`config.mk`:
```
export PLATFORM = sky130hd
export DESIGN_NAME = regfile_wb_arbiter
export DESIGN_NICKNAME = d
export VERILOG_FILES = /design/src/rtl/rf_pkg.sv /design/src/rtl/wb_fifo.sv /design/src/rtl/regfile_wb_arbiter.sv
export SDC_FILE = /design/constraint.sdc
export NUM_CORES = 1
export LEC_CHECK = 0
export CORE_MARGIN = 2
export CORE_UTILIZATION = 50
export DETAILED_ROUTE_END_ITERATION = 6
export PLACE_DENSITY = 0.92
export SYNTH_ARGS = -nofsm -noshare
export SYNTH_HDL_FRONTEND = slang
export SYNTH_SLANG_ARGS = --single-unit
```
`constraint.sdc`:
```
create_clock -name clk -period 4.8 [get_ports clk]
set_clock_uncertainty 0.1 [all_clocks]
set_input_delay 0.96 -clock clk [delete_from_list [all_inputs] [get_ports clk]]
set_output_delay 0.96 -clock clk [all_outputs]
set_load 0.005 [all_outputs]
```
`src/rtl/rf_pkg.sv`:
```
// rf_pkg: shared register-file widths and the writeback request type.
package rf_pkg;
  localparam int XLEN = 32;
  localparam int AWIDTH = 5;
  localparam int NREGS = 32;
  localparam int LQ_DEPTH = 2;
  typedef struct packed {
    logic [AWIDTH-1:0] wa;
    logic [XLEN-1:0]   wd;
  } wb_req_t;
endpackage

```
`src/rtl/wb_fifo.sv`:
```
// wb_fifo: small synchronous FIFO holding long-op writeback results.
module wb_fifo
  import rf_pkg::*;
#(
  parameter int DEPTH = LQ_DEPTH,
  localparam int PW = $clog2(DEPTH),
  localparam int CW = $clog2(DEPTH + 1)
) (
  input  logic          clk,
  input  logic          rst_n,
  input  logic          push,
  input  logic          pop,
  input  wb_req_t       din,
  output wb_req_t       dout,
  output logic [CW-1:0] count,
  output logic          full,
  output logic          empty
);
  wb_req_t mem [DEPTH];
  logic [PW-1:0] wr_ptr, rd_ptr;
  logic do_push, do_pop;
  assign do_push = push & !full;
  assign do_pop = pop & !empty;
  assign full = count == CW'(DEPTH);
  assign empty = count == '0;
  assign dout = mem[rd_ptr];
  always_ff @(posedge clk)
    if (do_push) mem[wr_ptr] <= din;
  // Pointers wrap naturally because DEPTH is a power of two.
  always_ff @(posedge clk or negedge rst_n)
    if (!rst_n) begin
      wr_ptr <= '0;
      rd_ptr <= '0;
      count <= '0;
    end else begin
      if (do_push) wr_ptr <= wr_ptr + PW'(1);
      if (do_pop) rd_ptr <= rd_ptr + PW'(1);
      count <= count + CW'(do_push) - CW'(do_pop);
    end
endmodule

```
`src/rtl/regfile_wb_arbiter.sv`:
```
// regfile_wb_arbiter: sole writer of the register file, merging ALU and long-op results
// and tracking registers still awaiting a long-op write.
module regfile_wb_arbiter
  import rf_pkg::*;
(
  input  logic              clk,
  input  logic              rst_n,
  input  logic              stall,
  input  logic              alu_we,
  input  logic [AWIDTH-1:0] alu_wa,
  input  logic [XLEN-1:0]   alu_wd,
  input  logic              lop_issue,
  input  logic [AWIDTH-1:0] lop_rd,
  input  logic              lop_valid,
  output logic              lop_ready,
  input  logic [AWIDTH-1:0] lop_wa,
  input  logic [XLEN-1:0]   lop_wd,
  input  logic [AWIDTH-1:0] rs1,
  input  logic [AWIDTH-1:0] rs2,
  input  logic [AWIDTH-1:0] rd,
  output logic              busy_rs1,
  output logic              busy_rs2,
  output logic              busy_rd,
  output logic              rf_we,
  output logic [AWIDTH-1:0] rf_wa,
  output logic [XLEN-1:0]   rf_wd
);
  localparam int CW = $clog2(LQ_DEPTH + 1);
  wb_req_t head;
  logic [CW-1:0] count;
  logic full, empty, alu_go, fifo_go, push, issue;
  logic [NREGS-1:0] pending, pending_nxt;
  // Gating by rst_n keeps every output quiet while reset is held.
  assign alu_go = rst_n & !stall & alu_we & (|alu_wa);
  assign fifo_go = rst_n & !stall & !alu_go & !empty;
  assign lop_ready = rst_n & (count < CW'(LQ_DEPTH));
  assign push = lop_valid & lop_ready & !full & (|lop_wa);
  assign issue = !stall & lop_issue & (|lop_rd);
  wb_fifo #(.DEPTH(LQ_DEPTH)) u_fifo (
    .clk   (clk),
    .rst_n (rst_n),
    .push  (push),
    .pop   (fifo_go),
    .din   ({lop_wa, lop_wd}),
    .dout  (head),
    .count (count),
    .full  (full),
    .empty (empty)
  );
  always_comb begin
    rf_we = alu_go | fifo_go;
    rf_wa = alu_go ? alu_wa : fifo_go ? head.wa : '0;
    rf_wd = alu_go ? alu_wd : fifo_go ? head.wd : '0;
  end
  // Set is applied after clear so a same-cycle issue keeps the register pending.
  always_comb begin
    pending_nxt = pending;
    if (fifo_go) pending_nxt[head.wa] = 1'b0;
    if (issue) pending_nxt[lop_rd] = 1'b1;
    pending_nxt[0] = 1'b0;
  end
  always_ff @(posedge clk or negedge rst_n)
    if (!rst_n) pending <= '0;
    else pending <= pending_nxt;
  assign busy_rs1 = pending[rs1];
  assign busy_rs2 = pending[rs2];
  assign busy_rd = pending[rd];
endmodule
```
==> impl_results.md, run 1 <==
- FFs w/ async S/R, synth: 32.11%
- CTS Buf Count: 9
- Post-Syn Instances: 497
- Clk Latency, worst-skew pair: 0.35 ns
- EDFF count, synth: 74
- Clk network pwr share: between 20% and 30%
- Leading area contributor after synthesis: edfxtp_1
- Max Clk Rate: 218.4 MHz
- Ant diodes: 0
- Share of layout cells above drive strength 1: under 10%
- Seq pwr share: 43.9%
- Synth top area share: 38.58%
- Synthesis Warnings: 0
- Final non-filler cell total: 778
- P&R area growth vs syn: 31.78%
- I/O pin cnt: 142
- Final wirelength: 17,040 um
- CTS max path bufs: 2
- Drt pass-1 iters: 7
- Hold buffer count at cts: 0
- Max FO, Critical Path: 28
- Worst vdd ir: between 0.3 and 0.4 mV
- Slew Limit Fails: 0
- Critical path class: in -> out
- Crit start category: input pin
- TritonCTS clock tree: yes
- RSZ-0062 raised after global routing: no
- Post-CTS Resized: 0
- Sw Ratio: a little under a third
- Largest net degree at the start of global routing: 38
- Final hold violations: 0
- Vias in the first global route: 4,956
- Max incr delay on CP: 0.56 ns
- Critical path required time: 3.74 ns
- Hpwl dp: roughly 12,000 um
- # setup viols final: 0
- Worst-Margin Slew: approximately 0.84 ns
- Die width: 111.3 um
- Detail Route Antenna Nets: 0
- Syn Area/Cell: 11.59 um^2
- Max transition margin: 43.59%
- Post-CTS Setup Bufs: 0
- Gpl congestion: 0.9304
- Routed WL per cell: 21.90 um
- Max_cap viols: 0
- Sequential share of the synthesized area: between 50 and 60%
- Core Rows: 39
- Final layout net count: ~730
- CTS sink count: 109
- Number of buffers inserted by port buffering: about 140
- Yosys cell types: 51
- Die Ht: 111.3 um
- Outcome: completed
- Die ar.: 12,390 um^2
- Post-route DRC: 0
- Overall Power: roughly 3000 uW
- Crit path cell chain: clkdlybuf4s50_1 > or4_4 > o21ai_2 > nand2_1 > buf_4 > o21ai_1 > clkdlybuf4s50_1
- Int Power: 2047 uW
- Vias after detailed routing: 4,883
- Top post-synthesis cells by area: edfxtp_1, dfrtp_1, mux2i_1
- HP Class: reg -> reg
- Power per cell area: 396.0 nW/um^2
- Initial core utilization: 50.87%
- Post-layout min period: 4.580 ns
- Mapped cell area: 5759 um^2
- Final TNS setup: 0 ns
- Routed vias/inst: 6.276
- CP Data Arrival Time: 3.52 ns
- Total gr overflow: 0
- Final Cycle Share: 95.41%
- Initial antenna violation count: 0
- CP Capture Type: output port
- Global Route Usage Sum: about 28%
- Initial DRC Count: 591
- First-pass GRT wire length: approximately 27,000 um
- Syn Nets: ~600
- LEAKAGE: 0.002764 uW
- Crit-path slowest cell: or4_4
- Main synth FF type: edfxtp_1
- Combinational share of power: 31.2%
- Sw Pwr: 958.9 uW
- H-tree level count: 3
- Placed insts: roughly 760
- Yosys reg bits: around 110
- CTS Root Cell: clkbuf_16
- Crit path top cell by count: clkdlybuf4s50_1
- Worst-path clk slew: 0.07 ns
- Total core area: 11,320 um^2
-- sequential cells by signal (all words and copies together), names as in the netlist --
name	count
pending	31
u_fifo.mem	74
u_fifo.wr_ptr	1
u_fifo.count	2
u_fifo.rd_ptr	1
-- synthesized netlist by cell type, drive strengths merged (4+ instances only) --
cell type   n
clkbuf     16
buf        12
a211oi      4
o2111ai     6
nand4       4
o211ai      4
a22oi       6
nor2b       8
nand2b     13
nor2       14
dfrtp      35
o21ai      55
o2bb2ai    11
a21oi      19
inv        12
edfxtp     74
nand2      48
o41ai      10
xnor2       4
nand3b      5
nand3      26
nor3        4
mux4        9
mux2i      61
-- cell families after synthesis --
logic type | count (synthesis) | synth area share, %
AND/OR/NAND/NOR | 140 | 12.67
AO/OA/AOI/OAI | 131 | 15.01
flip-flops | 109 | 53.79
multiplexers | 71 | 14.32
buffers and inverters | 40 | 3.172
XOR/XNOR | 4 | 0.6082
adder cells (fa/ha/maj) | 2 | 0.4344
-- placed cells by master (no fill, tap or decap), drive strengths merged, types with 3 or more instances in the layout --
| cell type | count |
|---|---|
| edfxtp | 74 |
| o211ai | 4 |
| nor2b | 8 |
| a21o | 3 |
| nand3 | 26 |
| a21oi | 19 |
| nand3b | 5 |
| xnor2 | 4 |
| clkdlybuf4s50 | 141 |
| or3b | 3 |
| and3b | 3 |
| a22oi | 6 |
| nor3 | 4 |
| mux2i | 61 |
| buf | 9 |
| a211oi | 4 |
| dfrtp | 35 |
| o41ai | 10 |
| o2111ai | 6 |
| nand2 | 48 |
| o21ai | 55 |
| nand2b | 13 |
| nor3b | 3 |
| clkbuf | 9 |
| mux4 | 9 |
| or2 | 3 |
| inv | 12 |
| clkinv | 5 |
| nand4 | 4 |
| nor2 | 14 |
| o2bb2ai | 11 |
-- final timing paths --
kind	cells after the start	endpoint	slack [ns]	from
max in group asynchronous	2	u_fifo.rd_ptr	3.11	rst_n
max	7	rf_wd[1]	0.22	alu_wa[2]
min	1	u_fifo.count[1]	0.40	u_fifo.count[1]
max reg2reg	4	pending[13]	2.13	u_fifo.rd_ptr
min reg2reg	1	u_fifo.count[1]	0.40	u_fifo.count[1]
min in group asynchronous	1	u_fifo.wr_ptr	0.75	rst_n
-- critical path: cells and delay by family --
| kind | cells | cell delay, ns |
|---|---|---|
| AO/OA/AOI/OAI | 2 | 0.40 |
| buffers and inverters | 3 | 1.32 |
| AND/OR/NAND/NOR | 2 | 0.83 |
-- routing by layer --
layer  wire length, um  global-route usage (%)
met5                 0                       0
met4               536                   11.93
met3              1713                   5.303
met2              8447                   47.11
met1              6343                   34.94
-- per-stage QoR --
stage               setup slack (ns)  cell area, um^2  utilization [%]  hold slack, ns
global placement              0.4344             7288            64.38          0.4002
detailed placement            0.2951             7288            64.38          0.3903
floorplan                      1.375             5759                -          0.3603
global route                 0.09694             7590            67.04          0.4279
finish                        0.2204             7590            67.04          0.3987
CTS                           0.2342             7590            67.04          0.4005
-- power by group through the flow --
stage          registers [uW]  logic (uW)  clock network, uW
4_1_cts                  1310         933                750
6_report                 1320         937                750
5_1_grt                  1340        1000                788
3_5_place_dp             1330         923                  0
2_1_floorplan            1250         602                  0
3_3_place_gp             1320         890                  0
-- cell type report --
| cell class | instances | area [um^2] |
|---|---|---|
| repair buffers | 150 | 1479 |
| flip-flops and latches | 109 | 3099 |
| clock inverters | 7 | 76.32 |
| clock buffers | 9 | 225.2 |
| fillers | 756 | 3731 |
| inverters | 12 | 45.04 |
| well taps | 143 | 178.9 |
| multi-input cells | 348 | 2486 |
(Power assumes the default switching activity.)
==> inputs of run 2 (changes only) <==
Settings changed: CTS_BUF_LIST from default to sky130_fd_sc_hd__clkbuf_4, SLEW_MARGIN from default to 20.
==> run 2 against run 1 <==
Net effect:
- flip-flop and latch count stayed put
- non-clock buffer count stayed put
- final cell count stayed put
- critical endpoint is now rf_wd[16]
- highest routed layer unchanged
==> impl_results.md, run 2 (synthesized netlist as in run 1, its figures left out) <==
- Max FO, Critical Path: 28 (unchanged)
- Post-layout min period: 4.511 ns (was 4.580 ns)
- Share of layout cells above drive strength 1: 7.402% (unchanged)
- Gpl congestion: 0.9304 (unchanged)
- Most common cell after layout, fill and taps aside: clkdlybuf4s50_1 (unchanged)
- Cells on worst reg2reg path: 4 (unchanged)
- Total core area: 11,320 um^2 (unchanged)
- Routed WL per cell: 20.79 um (was 21.90 um)
- Worst setup path start: alu_wa[2] (unchanged)
- # fillers: 796 (was 756)
- Drt pass-1 iters: 5 (was 7)
- First-pass GRT wire length: 25,970 um (was 26,740 um)
- Die ar.: 12,390 um^2 (unchanged)
- Final layout net count: 732 (unchanged)
- Vias in the first global route: 4,894 (was 4,956)
- Outcome: completed (unchanged)
- LEAKAGE: 0.002694 uW (was 0.002764 uW)
- Final instance area: 7432 um^2 (was 7590 um^2)
- RSZ-0062 raised after global routing: no (unchanged)
- # setup viols final: 0 (unchanged)
- Critical path class: in -> out (unchanged)
- Hold wc startpoint: u_fifo.count[1] (unchanged)
- CTS max path bufs: 2 (unchanged)
- Post-CTS Resized: 0 (unchanged)
- Hpwl dp: 12,340 um (unchanged)
- Initial DRC Count: 590 (was 591)
- Most frequent cells in the layout: clkdlybuf4s50_1, edfxtp_1, mux2i_1 (unchanged)
- CTS sink count: 109 (unchanged)
- Hold WS: 0.4093 ns (was 0.3987 ns)
- Max_cap viols: 0 (unchanged)
- CTS Buf Count: 9 (unchanged)
- Critical Path Sink: rf_wd[16] (was rf_wd[1])
- Slew Limit Fails: 0 (unchanged)
- Die width: 111.3 um (unchanged)
- Combined area of the multi-input logic cells: 2486 um^2 (unchanged)
- Worst-Margin Slew: 0.8194 ns (was 0.8392 ns)
- CP Data Arrival Time: 3.45 ns (was 3.52 ns)
- Placed insts: 762 (unchanged)
- Worst vdd ir: 0.2650 mV (was 0.3242 mV)
- Initial antenna violation count: 0 (unchanged)
- Utilization after layout: 65.65% (was 67.04%)
- Biggest regs: u_fifo.mem: 74 flops, pending: 31 flops, u_fifo.count: 2 flops (unchanged)
- Critical path required time: 3.74 ns (about the same)
- Vias after detailed routing: 4,771 (was 4,883)
- Post-CTS Setup Bufs: 0 (unchanged)
- Number of buffers inserted by port buffering: 141 (unchanged)
- Largest net degree at the start of global routing: 38 (unchanged)
- Post-route DRC: 0 (unchanged)
- Initial core utilization: 50.87% (unchanged)
- P&R area growth vs syn: 29.05% (was 31.78%)
- RR Endpoint: pending[9] (was pending[13])
- Worst-path clk slew: 0.16 ns (was 0.07 ns)
- Final Cycle Share: 93.99% (was 95.41%)
- Routed vias/inst: 6.132 (was 6.276)
- I/O pin cnt: 142 (unchanged)
- Detail Route Antenna Nets: 0 (unchanged)
- Final non-filler cell total: 778 (unchanged)
- Clk Latency, worst-skew pair: 0.48 ns (was 0.35 ns)
- Crit start category: input pin (unchanged)
- Max reg flops: 74 (unchanged)
- Core Rows: 39 (unchanged)
- HP Class: reg -> reg (unchanged)
- H-tree level count: 3 (unchanged)
- Hold buffer count at cts: 0 (unchanged)
- Final hold violations: 0 (unchanged)
- Flop2flop setup slack: 2.10 ns (was 2.13 ns)
- Total gr overflow: 0 (unchanged)
- TritonCTS clock tree: yes (unchanged)
- Dpl cell area: 7288 um^2 (unchanged)
- Power per cell area: 364.3 nW/um^2 (was 396.0 nW/um^2)
- Top reg by flops: u_fifo.mem (unchanged)
- Max Clk Rate: 221.7 MHz (was 218.4 MHz)
- Final TNS setup: 0 ns (unchanged)
- Final wirelength: 16,180 um (was 17,040 um)
- Global Route Usage Sum: 26.71% (was 27.75%)
- Ant diodes: 0 (unchanged)
- Storage element area: 3099 um^2 (unchanged)
- Max transition margin: 43.81% (was 43.59%)
- CP Capture Type: output port (unchanged)
- CTS Root Cell: clkbuf_4 (was clkbuf_16)
- Worst R2R Start: u_fifo.rd_ptr (unchanged)
- Die Ht: 111.3 um (unchanged)
[run 2: cell counts in the layout (fill, tap and decap cells not counted)]
Identical to the previous run, type by type.
[run 2: final cells by class]
type / instances / share of cell area (%)
Tap cell: 143 / 2.407
Sequential cell: 109 / 41.70
Multi-Input combinational cell: 348 / 33.45
Clock buffer: 9 / 0.9091
Inverter: 12 / 0.6061
Clock inverter: 7 / 1.027
Timing Repair Buffer: 150 / 19.90
[run 2: worst max-delay path, stage by stage]
cell,delay [ns]
clkdlybuf4s50_1,0.44
or4_4,0.56
o21ai_2,0.16
nand2_1,0.25
buf_4,0.32
o21ai_0,0.22
clkdlybuf4s50_1,0.54
[run 2: stage by stage]
step                      total power [uW]  setup WS [ns]
final                                 2708         0.2886
after detailed placement              2254         0.2951
after global routing                  2846         0.1363
after floorplan                       1853          1.375
after global placement                2207         0.4344
after CTS                             2706         0.3003
[run 2: metal layers]
metal  global-route usage [%]  part of all wire (%)  vias up
met5                        0                     0        -
met4                    10.12                   2.8        0
met3                    6.178                   8.6       38
met2                    44.31                    49      269
met1                    34.45                    40     2286
li1                         -                     -     2178
[run 2: worst min-delay path by stage]
stage                           end  slack, ns  depth (start not counted)
floorplan             u_fifo.wr_ptr       0.36                          1
global placement    u_fifo.count[1]       0.40                          1
detailed placement  u_fifo.count[1]       0.39                          1
CTS                 u_fifo.count[1]       0.41                          1
global route        u_fifo.count[1]       0.44                          1
finish              u_fifo.count[1]       0.41                          1
[run 2: power by group]
part / internal, uW / total, uW / switching [uW]
Clock: 161 / 466 / 305
Combinational: 477 / 926 / 450
Sequential: 1160 / 1320 / 154
